$ cat src/rtl/unum_alu_acc_if.sv
// unum_alu_acc_if: run/config/operand/result bundle between the Versat controller and unum_alu_acc.
interface unum_alu_acc_if #(
    parameter int DATA_W  = 32,
    parameter int DELAY_W = 32,
    parameter int LEN_W   = 16
);
    logic               running;
    logic               run;
    logic               done;
    logic [2:0]         opcode;
    logic [LEN_W-1:0]   len;
    logic [DELAY_W-1:0] delay0;
    logic [DATA_W-1:0]  in0;
    logic [DATA_W-1:0]  in1;
    logic [DATA_W-1:0]  out0;
    modport master (output running, run, opcode, len, delay0, in0, in1, input done, out0);
    modport slave (input running, run, opcode, len, delay0, in0, in1, output done, out0);
endinterface

$ cat src/rtl/unum_alu_acc.sv
// unum_alu_acc: Versat ALU/accumulator with start delay, per-run sample count and PIPE-stage output.
// Define UNUM_ALU_SAT_EN to saturate ADD/SUB/ACC to the signed limits instead of wrapping.
module unum_alu_acc #(
    parameter int DATA_W  = 32,
    parameter int DELAY_W = 32,
    parameter int LEN_W   = 16,
    parameter int PIPE    = 1
) (
    input logic           clk,
    input logic           rst,
    unum_alu_acc_if.slave bus
);
`ifdef UNUM_ALU_SAT_EN
    localparam bit SAT = 1'b1;
`else
    localparam bit SAT = 1'b0;
`endif
    localparam int PIPE_W = $clog2(PIPE + 1);
    localparam int CNT_W0 = DELAY_W > LEN_W ? DELAY_W : LEN_W;
    localparam int CNT_W  = CNT_W0 > PIPE_W ? CNT_W0 : PIPE_W;
    localparam logic signed [DATA_W+1:0] SMAX = {3'b000, {(DATA_W-1){1'b1}}};
    localparam logic signed [DATA_W+1:0] SMIN = {3'b111, {(DATA_W-1){1'b0}}};
    typedef enum logic [1:0] {IDLE, DELAY, ACTIVE, DRAIN} state_t;
    state_t            state_q, state_d;
    logic [CNT_W-1:0]  cnt_q, cnt_d;
    logic [2:0]        op_q, op_d;
    logic [LEN_W-1:0]  len_q, len_d;
    logic              first_q, first_d;
    logic [DATA_W-1:0] acc_q, acc_d;
    logic [DATA_W-1:0] pipe_q [PIPE];
    logic [DATA_W-1:0] pipe_d [PIPE];
    logic signed [DATA_W+1:0] a, b, c;
    logic [DATA_W-1:0] acc_next, stage0;
    logic              cnt_one;
    // Operands are widened by two bits so a three-term sum never overflows before clamping.
    function automatic logic [DATA_W-1:0] fit(input logic signed [DATA_W+1:0] x);
        return (SAT && x > SMAX) ? SMAX[DATA_W-1:0] :
               (SAT && x < SMIN) ? SMIN[DATA_W-1:0] : x[DATA_W-1:0];
    endfunction
    always_comb begin
        a        = {{2{bus.in0[DATA_W-1]}}, bus.in0};
        b        = {{2{bus.in1[DATA_W-1]}}, bus.in1};
        c        = first_q ? '0 : {{2{acc_q[DATA_W-1]}}, acc_q};
        acc_next = fit(a + b + c);
        stage0   = op_q == 3'd0 ? fit(a + b) :
                   op_q == 3'd1 ? fit(a - b) :
                   op_q == 3'd2 ? (a < b ? bus.in0 : bus.in1) :
                   op_q == 3'd3 ? (a < b ? bus.in1 : bus.in0) :
                   op_q == 3'd4 ? (state_q == ACTIVE ? acc_next : acc_q) : bus.in0;
    end
    always_comb begin
        state_d = state_q;
        cnt_d   = cnt_q;
        op_d    = op_q;
        len_d   = len_q;
        first_d = first_q;
        acc_d   = acc_q;
        pipe_d  = pipe_q;
        cnt_one = cnt_q == CNT_W'(1);
        if (bus.running) begin
            pipe_d[0] = stage0;
            for (int i = 1; i < PIPE; i++) pipe_d[i] = pipe_q[i-1];
            case (state_q)
                DELAY: begin
                    state_d = cnt_one ? (len_q == '0 ? DRAIN : ACTIVE) : DELAY;
                    cnt_d   = cnt_one ? (len_q == '0 ? CNT_W'(PIPE) : CNT_W'(len_q)) : cnt_q - CNT_W'(1);
                end
                ACTIVE: begin
                    acc_d   = op_q == 3'd4 ? acc_next : acc_q;
                    first_d = 1'b0;
                    state_d = cnt_one ? DRAIN : ACTIVE;
                    cnt_d   = cnt_one ? CNT_W'(PIPE) : cnt_q - CNT_W'(1);
                end
                DRAIN: begin
                    state_d = cnt_one ? IDLE : DRAIN;
                    cnt_d   = cnt_q - CNT_W'(1);
                end
                default: ;
            endcase
        end
        // A new run overrides whatever the current run was about to do, even while stalled.
        if (bus.run) begin
            op_d    = bus.opcode;
            len_d   = bus.len;
            first_d = 1'b1;
            state_d = bus.delay0 != '0 ? DELAY : bus.len == '0 ? DRAIN : ACTIVE;
            cnt_d   = bus.delay0 != '0 ? CNT_W'(bus.delay0) : bus.len == '0 ? CNT_W'(PIPE) : CNT_W'(bus.len);
        end
    end
    always_ff @(posedge clk or negedge rst) begin
        if (!rst) begin
            state_q <= IDLE;
            cnt_q   <= '0;
            op_q    <= '0;
            len_q   <= '0;
            first_q <= 1'b0;
            acc_q   <= '0;
            pipe_q  <= '{default: '0};
        end else begin
            state_q <= state_d;
            cnt_q   <= cnt_d;
            op_q    <= op_d;
            len_q   <= len_d;
            first_q <= first_d;
            acc_q   <= acc_d;
            pipe_q  <= pipe_d;
        end
    end
    assign bus.done = state_q == IDLE;
    assign bus.out0 = pipe_q[PIPE-1];
endmodule

$ cat src/flat_wrapper.sv
// flat-port wrapper written by rule: the top's interface ports become plain ports
module unum_alu_acc_flat 
#(
    parameter int DATA_W  = 32,
    parameter int DELAY_W = 32,
    parameter int LEN_W   = 16,
    parameter int PIPE    = 1
)
  (clk, rst, bus_running, bus_run, bus_opcode, bus_len, bus_delay0, bus_in0, bus_in1, bus_done, bus_out0);
  unum_alu_acc_if #(.DATA_W(DATA_W), .DELAY_W(DELAY_W), .LEN_W(LEN_W)) bus_i ();
  input logic clk;
  input logic rst;
  input wire logic [$bits(bus_i.running)-1:0] bus_running;
  input wire logic [$bits(bus_i.run)-1:0] bus_run;
  input wire logic [$bits(bus_i.opcode)-1:0] bus_opcode;
  input wire logic [$bits(bus_i.len)-1:0] bus_len;
  input wire logic [$bits(bus_i.delay0)-1:0] bus_delay0;
  input wire logic [$bits(bus_i.in0)-1:0] bus_in0;
  input wire logic [$bits(bus_i.in1)-1:0] bus_in1;
  output wire logic [$bits(bus_i.done)-1:0] bus_done;
  output wire logic [$bits(bus_i.out0)-1:0] bus_out0;
  assign bus_i.running = bus_running;
  assign bus_i.run = bus_run;
  assign bus_i.opcode = bus_opcode;
  assign bus_i.len = bus_len;
  assign bus_i.delay0 = bus_delay0;
  assign bus_i.in0 = bus_in0;
  assign bus_i.in1 = bus_in1;
  assign bus_done = bus_i.done;
  assign bus_out0 = bus_i.out0;
  unum_alu_acc #(.DATA_W(DATA_W), .DELAY_W(DELAY_W), .LEN_W(LEN_W), .PIPE(PIPE)) u_core (.clk(clk), .rst(rst), .bus(bus_i));
endmodule
$ cat config.mk
export PLATFORM = sky130hd
export DESIGN_NAME = unum_alu_acc_flat
export DESIGN_NICKNAME = d
export VERILOG_FILES = /design/src/rtl/unum_alu_acc_if.sv /design/src/rtl/unum_alu_acc.sv /design/src/flat_wrapper.sv
export SDC_FILE = /design/constraint.sdc
export NUM_CORES = 1
export LEC_CHECK = 0
export BUFFER_PORTS_ARGS = -buffer_cell sky130_fd_sc_hd__clkbuf_2
export CORE_MARGIN = 3
export CORE_UTILIZATION = 50
export DETAILED_ROUTE_END_ITERATION = 16
export PLACE_DENSITY_LB_ADDON = 0.05
export SETUP_SLACK_MARGIN = 0.1
export SYNTH_ARGS = -nofsm -noshare
export SYNTH_HDL_FRONTEND = slang
export SYNTH_SLANG_ARGS = --single-unit
$ cat constraint.sdc
create_clock -name clk -period 5.11 [get_ports clk]
set_clock_uncertainty 0.2 [all_clocks]
set_input_delay 1.022 -clock clk [delete_from_list [all_inputs] [get_ports clk]]
set_output_delay 1.022 -clock clk [all_outputs]
set_load 0.03 [all_outputs]
==> Flow_metrics.wiki <==
{| class="wikitable"
! Metric !! Value
|-
| Post-synthesis instance area || 0.0124 mm2
|-
| Final setup violation count || 10
|-
| Clock Tree Buf Depth || 2
|-
| Full die area || 0.0266 mm2
|-
| Clock-pin slew on the worst setup and hold paths || 0.07 ns
|-
| Type of the setup path with the least slack || primary input to flop
|-
| Most frequent standard cell in the layout excluding fill and tap cells || sky130_fd_sc_hd__buf_4
|-
| Distinct cells, synth || 89
|-
| Count of hold buffers inserted by post-cts repair || 0
|-
| TritonCTS clock tree || done
|-
| Router iterations before antenna repair || 6
|-
| Final count of hold timing violations || 0
|-
| Area grow syn2layout || 36.0%
|-
| Initial cell density of the core || 0.517
|-
| Period utilisation layout || 1.06
|-
| Startpoint types || primary input
|-
| Layout fillers || 1954
|-
| Overall track demand over capacity in global routing || 0.348
|-
| Count of buffers inserted at the top-level ports || 151
|-
| Top library cells by usage in the layout, fill and taps aside || sky130_fd_sc_hd__buf_4, sky130_fd_sc_hd__nor2_1, sky130_fd_sc_hd__clkbuf_2
|-
| Routed Antenna Nets || 0
|-
| Worst VDD drop || 0.000187 V
|-
| H-tree levels || 4
|-
| Wire per inst || 20.9 um
|-
| Violations in the final reports || setup timing
|-
| Relative slew slack || 0.265
|-
| Global route total overflow || 0
|-
| Initial drt markers || 1791
|-
| Die W || 163 um
|-
| First-pass GRT wire length || 73400 um
|-
| Total detailed-routing wirelength || 47900 um
|-
| Total number of clock tree sinks || 118
|-
| Class of the most critical hold timing path || flop to flop
|-
| DR vias || 14100
|-
| Final worst hold slack || 0.289 ns
|-
| EDFF count, synth || 0
|-
| Top_reg_cell synth || sky130_fd_sc_hd__dfrtp_1
|-
| Pwr Density || 296 mW/mm2
|-
| Status || finished with violations
|-
| Multi-input combinational cell area || 0.00956 mm2
|-
| HPWL after detailed placement || 35200 um
|-
| I/O pin count || 152
|-
| Max Cap Viol || 0
|-
| Clk_lat worst skew || 0.43 ns
|-
| Count of mapped cells out of synthesis || 1596
|-
| Die Y-Extent || 163 um
|-
| Peak fanout along the critical path || 3
|-
| Async set-reset flop share out of synthesis || 1.00
|-
| Largest net degree at the start of global routing || 53
|-
| Sequential Area || 0.00295 mm2
|-
| Cell at the root of the clock tree || sky130_fd_sc_hd__clkbuf_16
|-
| Vias in the first global route || 13500
|-
| Critical path arrival || 5.55 ns
|-
| Post-Place Worst Slack || -0.896 ns
|-
| Setup repair after global routing missed its margin || yes
|-
| Post-route setup slack || -0.313 ns
|-
| Post-synthesis sequential area ratio || 0.239
|-
| Endpoint required time on the critical path || 5.23 ns
|-
| Minimum setup slack among reg-to-reg paths || 1.04 ns
|-
| DRC violation count after routing || 0
|-
| Number of placement rows || 56
|-
| Number of register bits inferred by synthesis || 118
|-
| Post-synthesis average cell area || 7.74 um2
|-
| Leakage power summed over all cells || 7.57 nW
|-
| ANT cells || 0
|-
| Number of nets at the end of the flow || 2178
|-
| Number of antenna violations at the first check in global routing || 0
|-
| Transition time of the tightest slew-check pin || 1.10 ns
|-
| Net Count, Synth || 1817
|-
| Setup TNS || -1.29 ns
|-
| Achievable clock frequency || 0.184 GHz
|-
| Global placement routability congestion || 1.02
|-
| Total CTS buffers || 17
|-
| Average via count per standard cell || 6.18
|-
| Placeable Area || 0.0239 mm2
|-
| Max Slew Vio Count || 0
|-
| Sort of element at the end of the critical path || flop
|-
| Yosys warns || 0
|-
| Final critical path time including I/O delays and setup || 5.42 ns
|-
| Fraction of layout instances using a drive strength above 1 || 0.325
|}
-- worst max-delay path, cell delays in order --
cell and delay [ns]:
sky130_fd_sc_hd__buf_8 0.08, sky130_fd_sc_hd__clkinv_4 0.04, sky130_fd_sc_hd__ha_4 0.23, sky130_fd_sc_hd__or3_4 0.42, sky130_fd_sc_hd__a2111o_1 0.36, sky130_fd_sc_hd__a211oi_2 0.29
sky130_fd_sc_hd__nor2_2 0.10, sky130_fd_sc_hd__o31ai_4 0.20, sky130_fd_sc_hd__a221oi_2 0.10, sky130_fd_sc_hd__xnor2_1 0.24, sky130_fd_sc_hd__inv_1 0.14, sky130_fd_sc_hd__ha_4 0.25
sky130_fd_sc_hd__a21o_1 0.21, sky130_fd_sc_hd__a31o_1 0.22, sky130_fd_sc_hd__a21o_1 0.17, sky130_fd_sc_hd__a31o_4 0.23, sky130_fd_sc_hd__a22o_4 0.27, sky130_fd_sc_hd__o221ai_4 0.20
sky130_fd_sc_hd__xor2_2 0.19, sky130_fd_sc_hd__a21oi_1 0.09, sky130_fd_sc_hd__o221a_1 0.28, sky130_fd_sc_hd__a31o_1 0.22
-- layout make-up --
class                      instances  share of cell area
clock buffer                      18              0.0261
clock inverter                    14             0.00975
inverter                          90              0.0205
multi-input combinational       1298               0.569
sequential                       118               0.176
tap                              319              0.0237
timing repair buffer             432               0.176
-- sequential cells by signal (all words and copies together) (netlist names) --
signal / count
u_core.first_q: 1
u_core.bus.out0: 32
u_core.cnt_q: 32
u_core.acc_q: 32
u_core.op_q: 3
u_core.state_q: 2
u_core.len_q: 16
-- cells by family after synthesis --
family,count (synthesis),synth area share
buf+inv,180,0.0582
xor+xnor,97,0.0687
fa+ha+maj,106,0.108
flops,118,0.239
compound gates,564,0.292
simple gates,475,0.185
mux,56,0.0491
-- where the power goes --
part / internal (mW) / switching (mW)
combinational: 1.02 / 1.34
clock: 0.748 / 0.537
sequential: 1.14 / 0.197
-- routing by layer --
layer	GRT usage	vias to the layer above	share of wire
met5	0	-	0
li1	-	6568	-
met3	0.0474	101	0.093
met1	0.496	6708	0.43
met4	0.103	0	0.031
met2	0.550	762	0.44
-- path summary, 6_finish.rpt --
path	to	startpoint	depth (start not counted)
setup / recovery	u_core.bus.out0[31]$_DFFE_PN0P_	bus_in1[8]	22
hold / removal	u_core.bus.out0[14]$_DFFE_PN0P_	u_core.bus.out0[14]$_DFFE_PN0P_	1
setup reg to reg	u_core.bus.out0[31]$_DFFE_PN0P_	u_core.first_q$_DFFE_PN0P_	14
hold reg to reg	u_core.bus.out0[14]$_DFFE_PN0P_	u_core.bus.out0[14]$_DFFE_PN0P_	1
max in group asynchronous	u_core.cnt_q[1]$_DFFE_PN0P_	rst	2
min in group asynchronous	u_core.cnt_q[25]$_DFFE_PN0P_	rst	1
-- stage by stage --
stage / power, mW / area (um2) / utilization / std cells
after floorplan: 2.59 / 12600 / - / 1596
after global placement: 3.40 / 15200 / 0.635 / 2223
after detailed placement: 3.43 / 15200 / 0.635 / 2223
after CTS: 4.83 / 16300 / 0.683 / 2276
after global routing: 5.24 / 16800 / 0.704 / 2289
final: 4.98 / 16800 / 0.704 / 2289
-- synthesized netlist by cell type, types with 25 or more instances --
master                       n  area, um2
sky130_fd_sc_hd__a211oi_1   25        188
sky130_fd_sc_hd__a21oi_1   159        796
sky130_fd_sc_hd__a31oi_1    28        175
sky130_fd_sc_hd__clkbuf_1   69        259
sky130_fd_sc_hd__dfrtp_1   118       2950
sky130_fd_sc_hd__ha_1       99       1240
sky130_fd_sc_hd__inv_1      86        323
sky130_fd_sc_hd__mux2_2     37        417
sky130_fd_sc_hd__nand2_1   115        432
sky130_fd_sc_hd__nor2_1    154        578
sky130_fd_sc_hd__nor2b_1    44        275
sky130_fd_sc_hd__nor3_1     35        175
sky130_fd_sc_hd__o21ai_0   130        651
sky130_fd_sc_hd__xnor2_1    74        648
-- repair_timing --
action,in CTS,in global routing
buffers inserted,22,15
resized for setup,69,89
pin swaps,66,53
hold endpoints to repair,0,0
endpoints found under the setup margin,25,28
No activity file was read; power rests on OpenSTA's default activity.
